$ cat config.mk
export PLATFORM = sky130hd
export DESIGN_NAME = phy_tx_stim_gen
export DESIGN_NICKNAME = d
export VERILOG_FILES = /design/src/rtl/phy_tx_stim_gen_pkg.sv /design/src/rtl/phy_tx_stim_gen_clk_en_div.sv /design/src/rtl/phy_tx_stim_gen.sv
export SDC_FILE = /design/constraint.sdc
export NUM_CORES = 1
export LEC_CHECK = 0
export ABC_CLOCK_PERIOD_IN_PS = 3950
export CAP_MARGIN = 10
export CORE_MARGIN = 1
export CORE_UTILIZATION = 35
export CTS_CLUSTER_SIZE = 16
export DETAILED_ROUTE_END_ITERATION = 16
export GPL_TIMING_DRIVEN = 1
export PLACE_DENSITY = 0.62
export SLEW_MARGIN = 20
export SYNTH_ARGS = -nofsm -noshare
export SYNTH_HDL_FRONTEND = slang
export SYNTH_SLANG_ARGS = --single-unit
$ cat constraint.sdc
create_clock -name clk_32f -period 3.95 [get_ports clk_32f]
set_input_delay 0.9875 -clock clk_32f [delete_from_list [all_inputs] [get_ports clk_32f]]
set_output_delay 0.9875 -clock clk_32f [all_outputs]
set_load 0.02 [all_outputs]
$ cat src/rtl/phy_tx_stim_gen_pkg.sv
// Shared constants and types for the phy_tx stimulus generator.
package phy_pkg;

   // Control-stream characters
   localparam logic [7:0] COM_CHAR = 8'hBC;
   localparam logic [7:0] IDL_CHAR = 8'h7C;

   typedef enum logic [1:0] {
      S_IDLE = 2'd0,
      S_COM  = 2'd1,
      S_IDL  = 2'd2,
      S_DONE = 2'd3
   } state_t;

   typedef enum logic {
      MODE_COUNT = 1'b0,
      MODE_DESC  = 1'b1
   } mode_t;

   function automatic int unsigned max_u(input int unsigned a, input int unsigned b);
      return (a > b) ? a : b;
   endfunction

endpackage

$ cat src/rtl/phy_tx_stim_gen_clk_en_div.sv
// Free-running divider producing registered f/2f/4f clock-enable strobes.
module clk_en_div #(
   parameter int unsigned DIV = 32
) (
   input  logic clk_32f,
   input  logic reset_L,
   output logic en_f,
   output logic en_2f,
   output logic en_4f
);

   localparam int unsigned CW = $clog2(DIV);

   logic [CW-1:0] cnt;

   // Counter wraps naturally at DIV (power of 2); strobes decode the pre-increment value
   always_ff @(posedge clk_32f) begin
      if (!reset_L) begin
         cnt   <= '0;
         en_f  <= 1'b0;
         en_2f <= 1'b0;
         en_4f <= 1'b0;
      end else begin
         cnt   <= cnt + 1'b1;
         en_f  <= &cnt;
         en_2f <= &cnt[CW-2:0];
         en_4f <= &cnt[CW-3:0];
      end
   end

endmodule

$ cat src/rtl/phy_tx_stim_gen.sv
// Stimulus generator for phy_tx: strobes, COM/IDL control stream and a
// finite multi-lane data burst, all on clk_32f with registered outputs.
module phy_tx_stim_gen
   import phy_pkg::*;
#(
   parameter int unsigned LANES     = 4,
   parameter int unsigned WIDTH     = 8,
   parameter int unsigned DIV       = 32,
   parameter int unsigned COM_WORDS = 4,
   parameter int unsigned IDL_WORDS = 12,
   parameter int unsigned BURST     = 2,
   parameter int unsigned STEP      = 'h11
) (
   input  logic                     clk_32f,
   input  logic                     reset_L,
   input  logic                     start,
   input  logic                     mode,
   output logic                     en_f,
   output logic                     en_2f,
   output logic                     en_4f,
   output logic                     ctrl_bit,
   output logic                     ctrl_sync,
   output logic [LANES*WIDTH-1:0]   data_out,
   output logic [LANES-1:0]         valid,
   output logic                     busy,
   output logic                     done
);

   localparam int unsigned WC_W = max_u($clog2(max_u(COM_WORDS, IDL_WORDS)), 1);
   localparam int unsigned K_W  = $clog2(BURST + 1);

   localparam logic [WC_W-1:0]  COM_LAST = WC_W'(COM_WORDS - 1);
   localparam logic [WC_W-1:0]  IDL_LAST = WC_W'(IDL_WORDS - 1);
   localparam logic [K_W-1:0]   K_MAX    = K_W'(BURST);
   localparam logic [WIDTH-1:0] ALL1     = '1;
   localparam logic [WIDTH-1:0] STEP_W   = WIDTH'(STEP);

   state_t                   state;
   state_t                   state_nxt;
   mode_t                    mode_q;
   logic [2:0]               bit_cnt;
   logic [WC_W-1:0]          word_cnt;
   logic [K_W-1:0]           k_cnt;
   logic                     last_bit;
   logic [WIDTH-1:0]         lane_n;
   logic [LANES*WIDTH-1:0]   burst_word;

   clk_en_div #(
      .DIV(DIV)
   ) u_div (
      .clk_32f (clk_32f),
      .reset_L (reset_L),
      .en_f    (en_f),
      .en_2f   (en_2f),
      .en_4f   (en_4f)
   );

   assign last_bit = (bit_cnt == 3'd7);

   // Next-state logic: word counter end in COM/IDL drives the transitions
   always_comb begin
      state_nxt = state;
      case (state)
         S_IDLE: if (start) state_nxt = S_COM;
         S_COM:  if (last_bit && (word_cnt == COM_LAST)) state_nxt = S_IDL;
         S_IDL:  if (last_bit && (word_cnt == IDL_LAST)) state_nxt = S_DONE;
         S_DONE: state_nxt = S_IDLE;
         default: state_nxt = S_IDLE;
      endcase
   end

   // State register; mode is captured on the IDLE->COM transition only
   always_ff @(posedge clk_32f) begin
      if (!reset_L) begin
         state  <= S_IDLE;
         mode_q <= MODE_COUNT;
      end else begin
         state <= state_nxt;
         if ((state == S_IDLE) && start) mode_q <= mode_t'(mode);
      end
   end

   // Bit/word sequencing while shifting; word count restarts at each phase change
   always_ff @(posedge clk_32f) begin
      if (!reset_L) begin
         bit_cnt  <= '0;
         word_cnt <= '0;
      end else if ((state == S_COM) || (state == S_IDL)) begin
         bit_cnt <= bit_cnt + 3'd1;
         if (last_bit) begin
            if (state_nxt != state) word_cnt <= '0;
            else                    word_cnt <= word_cnt + 1'b1;
         end
      end else begin
         bit_cnt  <= '0;
         word_cnt <= '0;
      end
   end

   // Serializer and status outputs, registered one cycle behind the state
   always_ff @(posedge clk_32f) begin
      if (!reset_L) begin
         ctrl_bit  <= 1'b0;
         ctrl_sync <= 1'b0;
         busy      <= 1'b0;
         done      <= 1'b0;
      end else begin
         ctrl_bit  <= 1'b0;
         ctrl_sync <= 1'b0;
         busy      <= 1'b0;
         done      <= 1'b0;
         case (state)
            S_COM: begin
               ctrl_bit  <= COM_CHAR[~bit_cnt];
               ctrl_sync <= (bit_cnt == 3'd0);
               busy      <= 1'b1;
            end
            S_IDL: begin
               ctrl_bit  <= IDL_CHAR[~bit_cnt];
               ctrl_sync <= (bit_cnt == 3'd0);
               busy      <= 1'b1;
            end
            S_DONE:  done <= 1'b1;
            default: ;
         endcase
      end
   end

   // Word k for every lane: n = k*LANES + i, counting or descending by STEP
   always_comb begin
      burst_word = '0;
      lane_n     = '0;
      for (int unsigned i = 0; i < LANES; i++) begin
         lane_n = WIDTH'(32'(k_cnt) * LANES + i);
         if (mode_q == MODE_DESC) burst_word[i*WIDTH +: WIDTH] = ALL1 - STEP_W * lane_n;
         else                     burst_word[i*WIDTH +: WIDTH] = lane_n;
      end
   end

   // Data burst: one word per f period while in IDL, cleared after BURST words or on leaving IDL
   always_ff @(posedge clk_32f) begin
      if (!reset_L) begin
         data_out <= '0;
         valid    <= '0;
         k_cnt    <= '0;
      end else if (state != S_IDL) begin
         data_out <= '0;
         valid    <= '0;
         k_cnt    <= '0;
      end else if (en_f) begin
         if (k_cnt < K_MAX) begin
            data_out <= burst_word;
            valid    <= '1;
            k_cnt    <= k_cnt + 1'b1;
         end else begin
            data_out <= '0;
            valid    <= '0;
         end
      end
   end

endmodule

Yosys cells after proc, flatten, opt, wreduce, memory -nomap -nowiden
Memory sizes are Yosys's and may differ from the RTL's.
Index checks and enable logic that the tools add are counted.
- bitwise operators: 2
- multiplexer cells: 16
- $lt $le $gt $ge: 2
- equal/unequal tests: 8
- reductions and logical operators: 14
- $add $sub $neg: 11
- multipliers: 4
- operators with widths (kind ; count):
    2-to-1 mux 32 bit ; 1
    2-to-1 mux 8 bit ; 4
    subtractor 8 bit (first input constant) ; 4
    multiplier 5 x 5 -> 8 bit (first input constant) ; 3
    adder 4 x 2 -> 5 bit (second input constant) ; 2
    2-to-1 mux 4 bit ; 2
    case mux 2 bit (4 select lines) ; 1
    multiplier 5 x 2 -> 6 bit (first input constant) ; 1
    2-to-1 mux 2 bit ; 3
    AND reduction 2 bit ; 3
    adder 4 x 1 -> 5 bit (second input constant) ; 1
    adder 5 x 1 -> 5 bit (second input constant) ; 1
    AND reduction 5 bit ; 1
    adder 4 x 1 -> 4 bit (second input constant) ; 1
    == test 2 bit (second input constant) ; 2
    == test 4 x 2 -> 1 bit (second input constant) ; 1
    == test 4 bit (second input constant) ; 1
    less-than comparator 3 x 4 -> 1 bit (second input constant) ; 1
    2-to-1 mux 1 bit ; 4
    AND reduction 4 bit ; 1
    OR reduction 2 bit ; 2
    adder 3 x 1 -> 3 bit (second input constant) ; 1
    == test 3 bit (second input constant) ; 1
    logical AND 1 bit ; 3
    12 further kinds ; 12
- word-level logic and storage cells: 74
- memories: 2
- output and inout port bits: 43
- bits in registers: 60
- memory bits (read-only): 16
- bits of input ports: 4
- memory list (name ; depth ; bits a word ; rd ports ; clocked after memory_dff ; write ports ; line ; RTL):
    (no name shown) ; 8 ; 1 ; 1 ; 0 ; 0 ; phy_tx_stim_gen.sv:119 ; ctrl_bit <= IDL_CHAR[~bit_cnt];
    (no name shown) ; 8 ; 1 ; 1 ; 0 ; 0 ; phy_tx_stim_gen.sv:114 ; ctrl_bit <= COM_CHAR[~bit_cnt];

Logic depth before layout (Yosys ltp)
Gate-level depths: netlist (run 1).
- word-level depth: 6
- mapped depth: 8
- gate-level depth less buffers: 7

Hierarchy
Synthesis (run 1) repeated with hierarchy kept, for this count alone.
- cells, all modules: 175
- area total of the unflattened synthesis: 1672.9 um^2
- modules (own cells, without submodules) (module ; cells each ; area each (um^2) ; times used):
    phy_tx_stim_gen ; 152 ; 1395.1 ; 1
    clk_en_div ; 23 ; 277.8 ; 1

Worst setup path after synthesis (run 1)
OpenSTA, ideal clock, no wires.
- path type: flip-flop to output port
- start point: register data_out[20] (netlist name)
- end point: output data_out[11]
- buffers on the path: 1
- setup slack: 2.065 ns
- data required time: 2.963 ns
- data arrival time: 0.897 ns
- cell stages (with the launch flop): 2
- cells stage by stage: dfxtp_1 -> buf_4
- RTL lines (element ; line ; RTL):
    end, declared ; phy_tx_stim_gen.sv:23 ; output logic [LANES*WIDTH-1:0] data_out,

==> impl_metrics.ini, run 1 <==
[cts]
ctsResizeCount = 0
clock_sinks = 31
clkLatencyLatePin_ns = 0.28
htreeDepth = 2
cts-hold-fix-buffers = 0
clockBufferDepth = 2
cts_tree = built
clk_pin_slew_ns = 0.06
post-cts-setup-buffer-count = 0
numCtsBuffers = 5
root_buffer = clkbuf_8

[finish]
fillCellCount = 428
fin_area_mm2 = 0.001981
areaGrowthSynthToFinish_pct = 22.71
fin_util_pct = 45.18
nNetsFinal = 217
drive_above_1_share_pct = 4.545
antenna_cells = 0

[logic_synthesis]
yosys_warnings = 0
synth_cell_types = 34
async_flop_share_pct = 0
ys_seq_elements = 31
yosysMostFrequentCell = dfxtp_1
synth-main-ff-cell = dfxtp_1
syn_nets = 197
synth_edf_count = 0
synth_area_mm2 = 0.001614
synthTopCellsByArea = dfxtp_1 (38%), buf_4 (13%), ha_1 (12%)
yosysSeqAreaShare_pct = 38.45
synth_top_area_cell = dfxtp_1
syn_area_per_cell_um2 = 9.119
synth_top_area_share_pct = 38.45
yosys-top-cells-count = dfxtp_1 (31), buf_4 (29), ha_1 (16), nor2_1 (16), inv_1 (10)
synthCells = 177

[setup_path]
rr_worst_depth = 7
r2r-end = word_cnt[2]$_SDFFE_PN0P_
arrival_ns = 1.57
critPathLaunch = data_out[20]$_SDFFE_PP0P_
r2r_setup_slack_ns = 2.13
path_depth = 1
timing.rr.start = bit_cnt[0]$_SDFF_PN0_
critPathTopFamily = buffers and inverters
endpoint = data_out[23]
worstSetupStartpointType = flip-flop
crit_type = flip-flop to primary output
slowest_stage = clkdlybuf4s50_1
cp_max_fo = 17
max_stage_delay_ns = 0.70
worst-path-buf-inv = 1
worstPathCellList = clkdlybuf4s50_1
critPathCaptureType = primary output
required_ns = 2.96

[sta]
final.period_utilization_pct = 64.86
period_minus_slack_ns = 2.562
setup-violations-final = 0
rsz0062_at_grt = no
max_freq_ghz = 0.3903
finalHoldViolCount = 0
drv_slew = 0
fin_tns_setup_ns = 0
final.setup_skew_ns = 0.005243

[global_routing]
overflow = 0
antenna_found_initial = 0
track_usage_pct = 11.86
grt_pass1_wl_um = 4526
grt_max_degree = 18
grt_pass1_vias = 1003

[die]
die_h_um = 69.91
die_w_um = 69.91
core_mm2 = 0.004384
rows = 24
num_io_pins = 47
dieArea_mm2 = 0.004887
start_util_pct = 36.82

[placement]
gp_congestion = 0.7337
dpl_cell_area_mm2 = 0.001899
io_buffers = 45
dp_hpwl_um = 1918

[drt]
ant_nets = 0
routedWlPerCell_um = 10.50
via_per_inst = 4.680
route.detailed.drc = 0
vias = 1170
drt_wl_total_um = 2626
drtIter0Drc = 65
drt_pass1_iterations = 4

[pwr]
max-vdd-ir-drop_uv = 153.4
leakage_uw = 0.0007699
cellInternalPower_uw = 595.6
swShare_pct = 35.61
p_comb_share_pct = 34.0
power_switching_uw = 329.4
powerDensity_mw_per_mm2 = 467.1
p_clk_share_pct = 25.2
pwr-share-seq_pct = 40.8

[job]
drv_cap = 0

[status]
status = finished clean

[worst_hold_path]
hp-class = flip-flop to flip-flop
## through the flow
| stage | hold WS [ns] | cells | setup slack, ns | total power, uW |
|---|---|---|---|---|
| 6_report | 0.4426 | 250 | 1.388 | 925.1 |
| 5_1_grt | 0.4783 | 250 | 1.274 | 998.7 |
| 4_1_cts | 0.4488 | 250 | 1.356 | 937.1 |
| 3_5_place_dp | 0.4272 | 242 | 1.614 | 697.6 |
| 3_3_place_gp | 0.4247 | 242 | 1.665 | 698.5 |
| 2_1_floorplan | 0.4024 | 177 | 2.065 | 610.2 |
## final cells by class
type / instances / area (um^2) / share of cell area, %
inverters: 11 / 41.29 / 2.085
clock buffers: 7 / 76.32 / 3.853
multi-input cells: 103 / 721.9 / 36.45
repair buffers: 45 / 450.4 / 22.74
flip-flops and latches: 31 / 620.6 / 31.33
clock inverters: 1 / 5.005 / 0.2527
well taps: 52 / 65.06 / 3.285
## worst register-to-register path, stage by stage (launching register included)
cell and delay [ns]:
dfxtp_1 0.38, ha_1 0.17, ha_1 0.29, and3b_1 0.25, nand4_1 0.11, a32o_2 0.30, o211ai_1 0.09, a21oi_1 0.10
## flip-flops by register name, summed over array words and instances (netlist names)
register / flops
ctrl_bit: 1
u_div.en_2f: 1
u_div.cnt: 5
u_div.en_f: 1
ctrl_sync: 1
busy: 1
u_div.en_4f: 1
word_cnt: 4
k_cnt: 2
bit_cnt: 3
mode_q: 1
state: 2
done: 1
valid: 1
data_out: 6
## power by group through the flow
stage	logic [uW]	registers, uW	clock network [uW]
after floorplan	215	395	0
after global placement	314	385	0
after detailed placement	312	385	0
after CTS	317	378	242
after global routing	358	383	257
final	315	377	233
## cells in the final DEF (no fill, tap or decap), types with 3 or more instances in the layout
cell	count
clkdlybuf4s50_1	45
dfxtp_1	31
nor2_1	16
ha_1	16
inv_1	10
a21oi_1	9
nand2_1	7
and2_1	7
nand2b_1	5
o21ai_0	5
clkbuf_8	5
nor3b_1	4
nand3_1	4
and3_1	3
nand4_1	3
nor2b_1	3
mux2i_1	3
## routing by layer
layer	wire (um)	track usage, %	share of wire [%]
met2	1141	18.27	43
met5	0	0	0
met4	62	6.667	2.4
met1	1242	14.12	47
met3	180	4.473	6.9
## cells by family (layout without fill, tap and decap cells)
kind of cell,after synthesis,count (layout),share of synthesized area (%)
xor gates and xnor gates,2,2,1.085
DFF,31,31,38.45
other,1,1,0.2323
and+or+nand+nor,58,58,19.23
AOI/OAI and AO/OA,23,23,9.922
muxes,3,3,1.861
adders and majority gates,16,16,12.40
buffers and inverters,43,64,16.82
## worst min path at each step
stage / from / depth (start not counted) / end
after floorplan: u_div.cnt[0]$_SDFF_PN0_ / 1 / u_div.cnt[0]$_SDFF_PN0_
after global placement: u_div.cnt[0]$_SDFF_PN0_ / 1 / u_div.cnt[0]$_SDFF_PN0_
after detailed placement: u_div.cnt[0]$_SDFF_PN0_ / 1 / u_div.cnt[0]$_SDFF_PN0_
after CTS: u_div.cnt[0]$_SDFF_PN0_ / 1 / u_div.cnt[0]$_SDFF_PN0_
after global routing: u_div.cnt[0]$_SDFF_PN0_ / 1 / u_div.cnt[0]$_SDFF_PN0_
final: u_div.cnt[0]$_SDFF_PN0_ / 1 / u_div.cnt[0]$_SDFF_PN0_
No activity file was read; power rests on OpenSTA's default activity.
==> run 2, diff against run 1 <==
Settings changed: ABC_CLOCK_PERIOD_IN_PS 3950 to 2300, PLACE_DENSITY 0.62 to 0.64.
Clock period 3.95 ns to 2.3 ns, I/O delays scaled along.
==> run 2 against run 1 <==
Compared with the run above:
- highest routed layer unchanged
- sequential share of layout area shrank 0.68 points
- first-iteration DRC count shrank 3.1%
- die area is the same
- register-to-register slack lost 1.6 ns
- utilization grew 1.0 points
- cell count grew 0.40%
==> impl_metrics.ini, run 2 (same netlist as run 1, synthesis figures left out) <==
[global_routing]
antenna_found_initial = 0
grt_pass1_wl_um = 4381
grt_pass1_vias = 1047
overflow = 0
grt_max_degree = 18
track_usage_pct = 11.48

[drt]
drtIter0Drc = 63
routedWlPerCell_um = 10.49
drt_pass1_iterations = 4
ant_nets = 0
vias = 1167
via_per_inst = 4.649
drt_wl_total_um = 2634
route.detailed.drc = 0

[sta]
period_minus_slack_ns = 2.153
finalHoldViolCount = 0
drv_slew = 0
final.period_utilization_pct = 93.61
max_freq_ghz = 0.4645
setup-violations-final = 0
hold_slack_ns = 0.4480
final.setup_skew_ns = 0.005182
fin_tns_setup_ns = 0
rsz0062_at_grt = no

[pwr]
max-vdd-ir-drop_uv = 333.8
leakage_uw = 0.0007943
powerDensity_mw_per_mm2 = 853.3

[job]
drv_cap = 0

[setup_path]
critPathTopFamily = buffers and inverters
worst-path-buf-inv = 1
rr_worst_depth = 7
max_stage_delay_ns = 0.70
arrival_ns = 1.58
required_ns = 1.73
worstSetupStartpointType = flip-flop
crit_type = flip-flop to primary output
cp_max_fo = 17
critPathCaptureType = primary output
slowest_stage = clkdlybuf4s50_1
worstPathCellList = clkdlybuf4s50_1
path_depth = 1

[cts]
clockBufferDepth = 2
htreeDepth = 2
clock_sinks = 31
root_buffer = clkbuf_8
clk_pin_slew_ns = 0.06
numCtsBuffers = 5
clkLatencyLatePin_ns = 0.28
cts-hold-fix-buffers = 0
post-cts-setup-buffer-count = 0
cts_tree = built
ctsResizeCount = 0

[die]
start_util_pct = 36.82
die_h_um = 69.91
rows = 24
num_io_pins = 47
core_mm2 = 0.004384
die_w_um = 69.91
dieArea_mm2 = 0.004887

[finish]
reg_top3 = data_out x6, u_div.cnt x5, word_cnt x4
fillCellCount = 450
areaGrowthSynthToFinish_pct = 25.43
layout_commonest_cell = clkdlybuf4s50_1
final_cell_mix = clkdlybuf4s50_1 (45), dfxtp_1 (31), nor2_1 (16), ha_1 (16), inv_1 (10)
antenna_cells = 0
drive_above_1_share_pct = 6.030
nNetsFinal = 218
largest_register_ffs = 6
largest-register = data_out

[placement]
dp_hpwl_um = 1979
gp_congestion = 0.7357
io_buffers = 45

[worst_hold_path]
hp-class = flip-flop to flip-flop
hold_path_depth = 1

[status]
status = finished clean
## run 2: stage by stage
| stage | std cells | cell area, um^2 | util [%] | power [uW] | setup WS, ns |
|---|---|---|---|---|---|
| 6_report | 251 | 2024 | 46.18 | 1727 | 0.1469 |
| 5_1_grt | 251 | 2024 | 46.18 | 1851 | 0.04632 |
| 4_1_cts | 251 | 2024 | 46.18 | 1754 | 0.1100 |
| 3_5_place_dp | 243 | 1907 | 43.49 | 1196 | 0.3548 |
| 3_3_place_gp | 243 | 1907 | 43.49 | 1190 | 0.4037 |
| 2_1_floorplan | 177 | 1614 | - | 1048 | 0.7230 |
## run 2: report_power, final
part / leakage (uW) / internal (uW) / total, uW / switching (uW)
registers: 0.000252 / 599 / 647 / 48.3
clock network: 0.0000612 / 350 / 544 / 194
logic: 0.000482 / 210 / 536 / 327
## run 2: metal layers
metal / share of wire [%] / wire length, um / vias up / GRT usage, %
met5: 0 / 0 / - / 0
met4: 2.3 / 61 / 0 / 6.889
met3: 7.7 / 202 / 5 / 3.752
met2: 45 / 1183 / 46 / 19.87
met1: 45 / 1186 / 514 / 12.01
li1: - / - / 602 / -
## run 2: cell type report
| class | count | area, um^2 | share of cell area, % |
|---|---|---|---|
| multi-input combinational | 103 | 721.9 | 35.66 |
| sequential | 31 | 620.6 | 30.66 |
| timing repair buffer | 46 | 457.9 | 22.62 |
| clock buffer | 6 | 82.58 | 4.079 |
| tap | 52 | 65.06 | 3.214 |
| inverter | 11 | 41.29 | 2.040 |
| clock inverter | 2 | 35.03 | 1.731 |
## run 2: final timing paths
| path | slack (ns) | startpoint | endpoint |
|---|---|---|---|
| worst min-delay path | 0.45 | u_div.cnt[0]$_SDFF_PN0_ | u_div.cnt[0]$_SDFF_PN0_ |
| worst min register to register | 0.45 | u_div.cnt[0]$_SDFF_PN0_ | u_div.cnt[0]$_SDFF_PN0_ |
| worst max-delay path | 0.15 | data_out[20]$_SDFFE_PP0P_ | data_out[7] |
| worst max register to register | 0.51 | bit_cnt[0]$_SDFF_PN0_ | word_cnt[3]$_SDFFE_PN0P_ |
==> run 3, diff against run 2 <==
Settings changed: HOLD_SLACK_MARGIN set to 0.12, RECOVER_POWER set to 100.
==> run 3 against run 2 <==
Compared with the run above:
- global-route usage unchanged
- wire length increased by 0.42%
- cell count stayed put
- largest cell class unchanged
- largest power group unchanged
==> impl_metrics.ini, run 3 (same netlist as run 1, synthesis figures left out) <==
[sta]
drv_slew = 0
finalWorstSetupSlack_ns = 0.1476
max_freq_ghz = 0.4646
final.setup_skew_ns = 0.002276
fin_tns_setup_ns = 0
final.period_utilization_pct = 93.58
finalHoldViolCount = 0
slew_headroom_pct = 57.09
period_minus_slack_ns = 2.152
rsz0062_at_grt = no
setup-violations-final = 0
tightest_slew_ns = 0.6417

[drt]
met3WireLength_um = 197
routedWlPerCell_um = 10.54
route.detailed.drc = 0
met2WireLength_um = 1199
wl_met1_um = 1191
ant_nets = 0
drt_wl_total_um = 2645
drt_pass1_iterations = 4
drtIter0Drc = 56
highest_layer = met4
via_per_inst = 4.649
vias = 1167

[placement]
dp_hpwl_um = 1979
place_inst = 243
place_ws_ns = 0.3548
io_buffers = 45
gp_congestion = 0.7357
dpl_cell_area_mm2 = 0.001907

[cts]
ctsResizeCount = 0
htreeDepth = 2
cts-hold-fix-buffers = 0
root_buffer = clkbuf_8
clock_sinks = 31
cts_tree = built
post-cts-setup-buffer-count = 0
numCtsBuffers = 5
clockBufferDepth = 2
clk_pin_slew_ns = 0.06
clkLatencyLatePin_ns = 0.28

[finish]
drive_above_1_share_pct = 5.528
antenna_cells = 0
nNetsFinal = 218
largest-register = data_out
largest_register_ffs = 6
final_cell_mix = dfxtp_1 (31), dlygate4sd3_1 (27), clkdlybuf4s50_1 (18)
fin_area_mm2 = 0.002006
layout_commonest_cell = dfxtp_1
reg_top3 = data_out x6, u_div.cnt x5, word_cnt x4
fin_cells = 251
areaGrowthSynthToFinish_pct = 24.26

[die]
start_util_pct = 36.82
dieArea_mm2 = 0.004887
rows = 24
core_mm2 = 0.004384
num_io_pins = 47
die_h_um = 69.91
die_w_um = 69.91

[global_routing]
overflow = 0
track_usage_pct = 11.48
grt_pass1_vias = 1047
grt_max_degree = 18
antenna_found_initial = 0
grt_pass1_wl_um = 4381

[job]
drv_cap = 0

[setup_path]
worstSetupStartpointType = flip-flop
critPathTopFamily = buffers and inverters
cp_max_fo = 17
critPathCaptureType = primary output
slowest_stage = clkdlybuf4s50_1
arrival_ns = 1.58
max_stage_delay_ns = 0.70
crit_type = flip-flop to primary output
worst-path-buf-inv = 1
worstPathCellList = clkdlybuf4s50_1
required_ns = 1.73

[pwr]
powerDensity_mw_per_mm2 = 839.5
total_power_uw = 1684
leakage_uw = 0.0008785
max-vdd-ir-drop_uv = 322.6

[status]
status = finished clean

[worst_hold_path]
hp-class = flip-flop to flip-flop
## run 3: cell types whose count changed in the layout (fill, tap and decap cells not counted), moves of 4 or more
cell | before | now
and2_0 | 0 | 4
dlygate4sd3_1 | 0 | 27
clkdlybuf4s50_1 | 45 | 18
and2_1 | 7 | 3
## run 3: cell type report
class / instances / area [um^2]
Timing Repair Buffer: 46 / 457.9
Fill cell: 454 / 2379
Clock inverter: 2 / 35.03
Inverter: 11 / 41.29
Clock buffer: 6 / 82.58
Multi-Input combinational cell: 103 / 703.2
Tap cell: 52 / 65.06
Sequential cell: 31 / 620.6
## run 3: path summary, 6_finish.rpt
kind | end | from | slack [ns] | depth (start not counted)
max reg2reg | word_cnt[3]$_SDFFE_PN0P_ | bit_cnt[0]$_SDFF_PN0_ | 0.28 | 7
max | data_out[7] | data_out[20]$_SDFFE_PP0P_ | 0.15 | 1
min | u_div.cnt[0]$_SDFF_PN0_ | u_div.cnt[0]$_SDFF_PN0_ | 0.45 | 1
min reg2reg | u_div.cnt[0]$_SDFF_PN0_ | u_div.cnt[0]$_SDFF_PN0_ | 0.45 | 1
## run 3: stage by stage
stage / hold WS, ns / util [%]
after CTS: 0.4522 / 46.18
final: 0.4478 / 45.75
after global placement: 0.4235 / 43.49
after detailed placement: 0.4326 / 43.49
after global routing: 0.4826 / 45.75
after floorplan: 0.4024 / -
## run 3: layer usage
layer | global-route usage, % | vias up
met5 | 0 | -
met4 | 6.889 | 0
met3 | 3.752 | 5
met2 | 19.87 | 47
met1 | 12.01 | 513
li1 | - | 602
## run 3: power breakdown
part | leakage, uW | total (uW) | switching, uW | internal [uW]
clock | 0.0000612 | 545 | 195 | 350
sequential | 0.000252 | 646 | 47.1 | 598
combinational | 0.000566 | 493 | 308 | 185
total | 0.000879 | 1680 | 551 | 1130
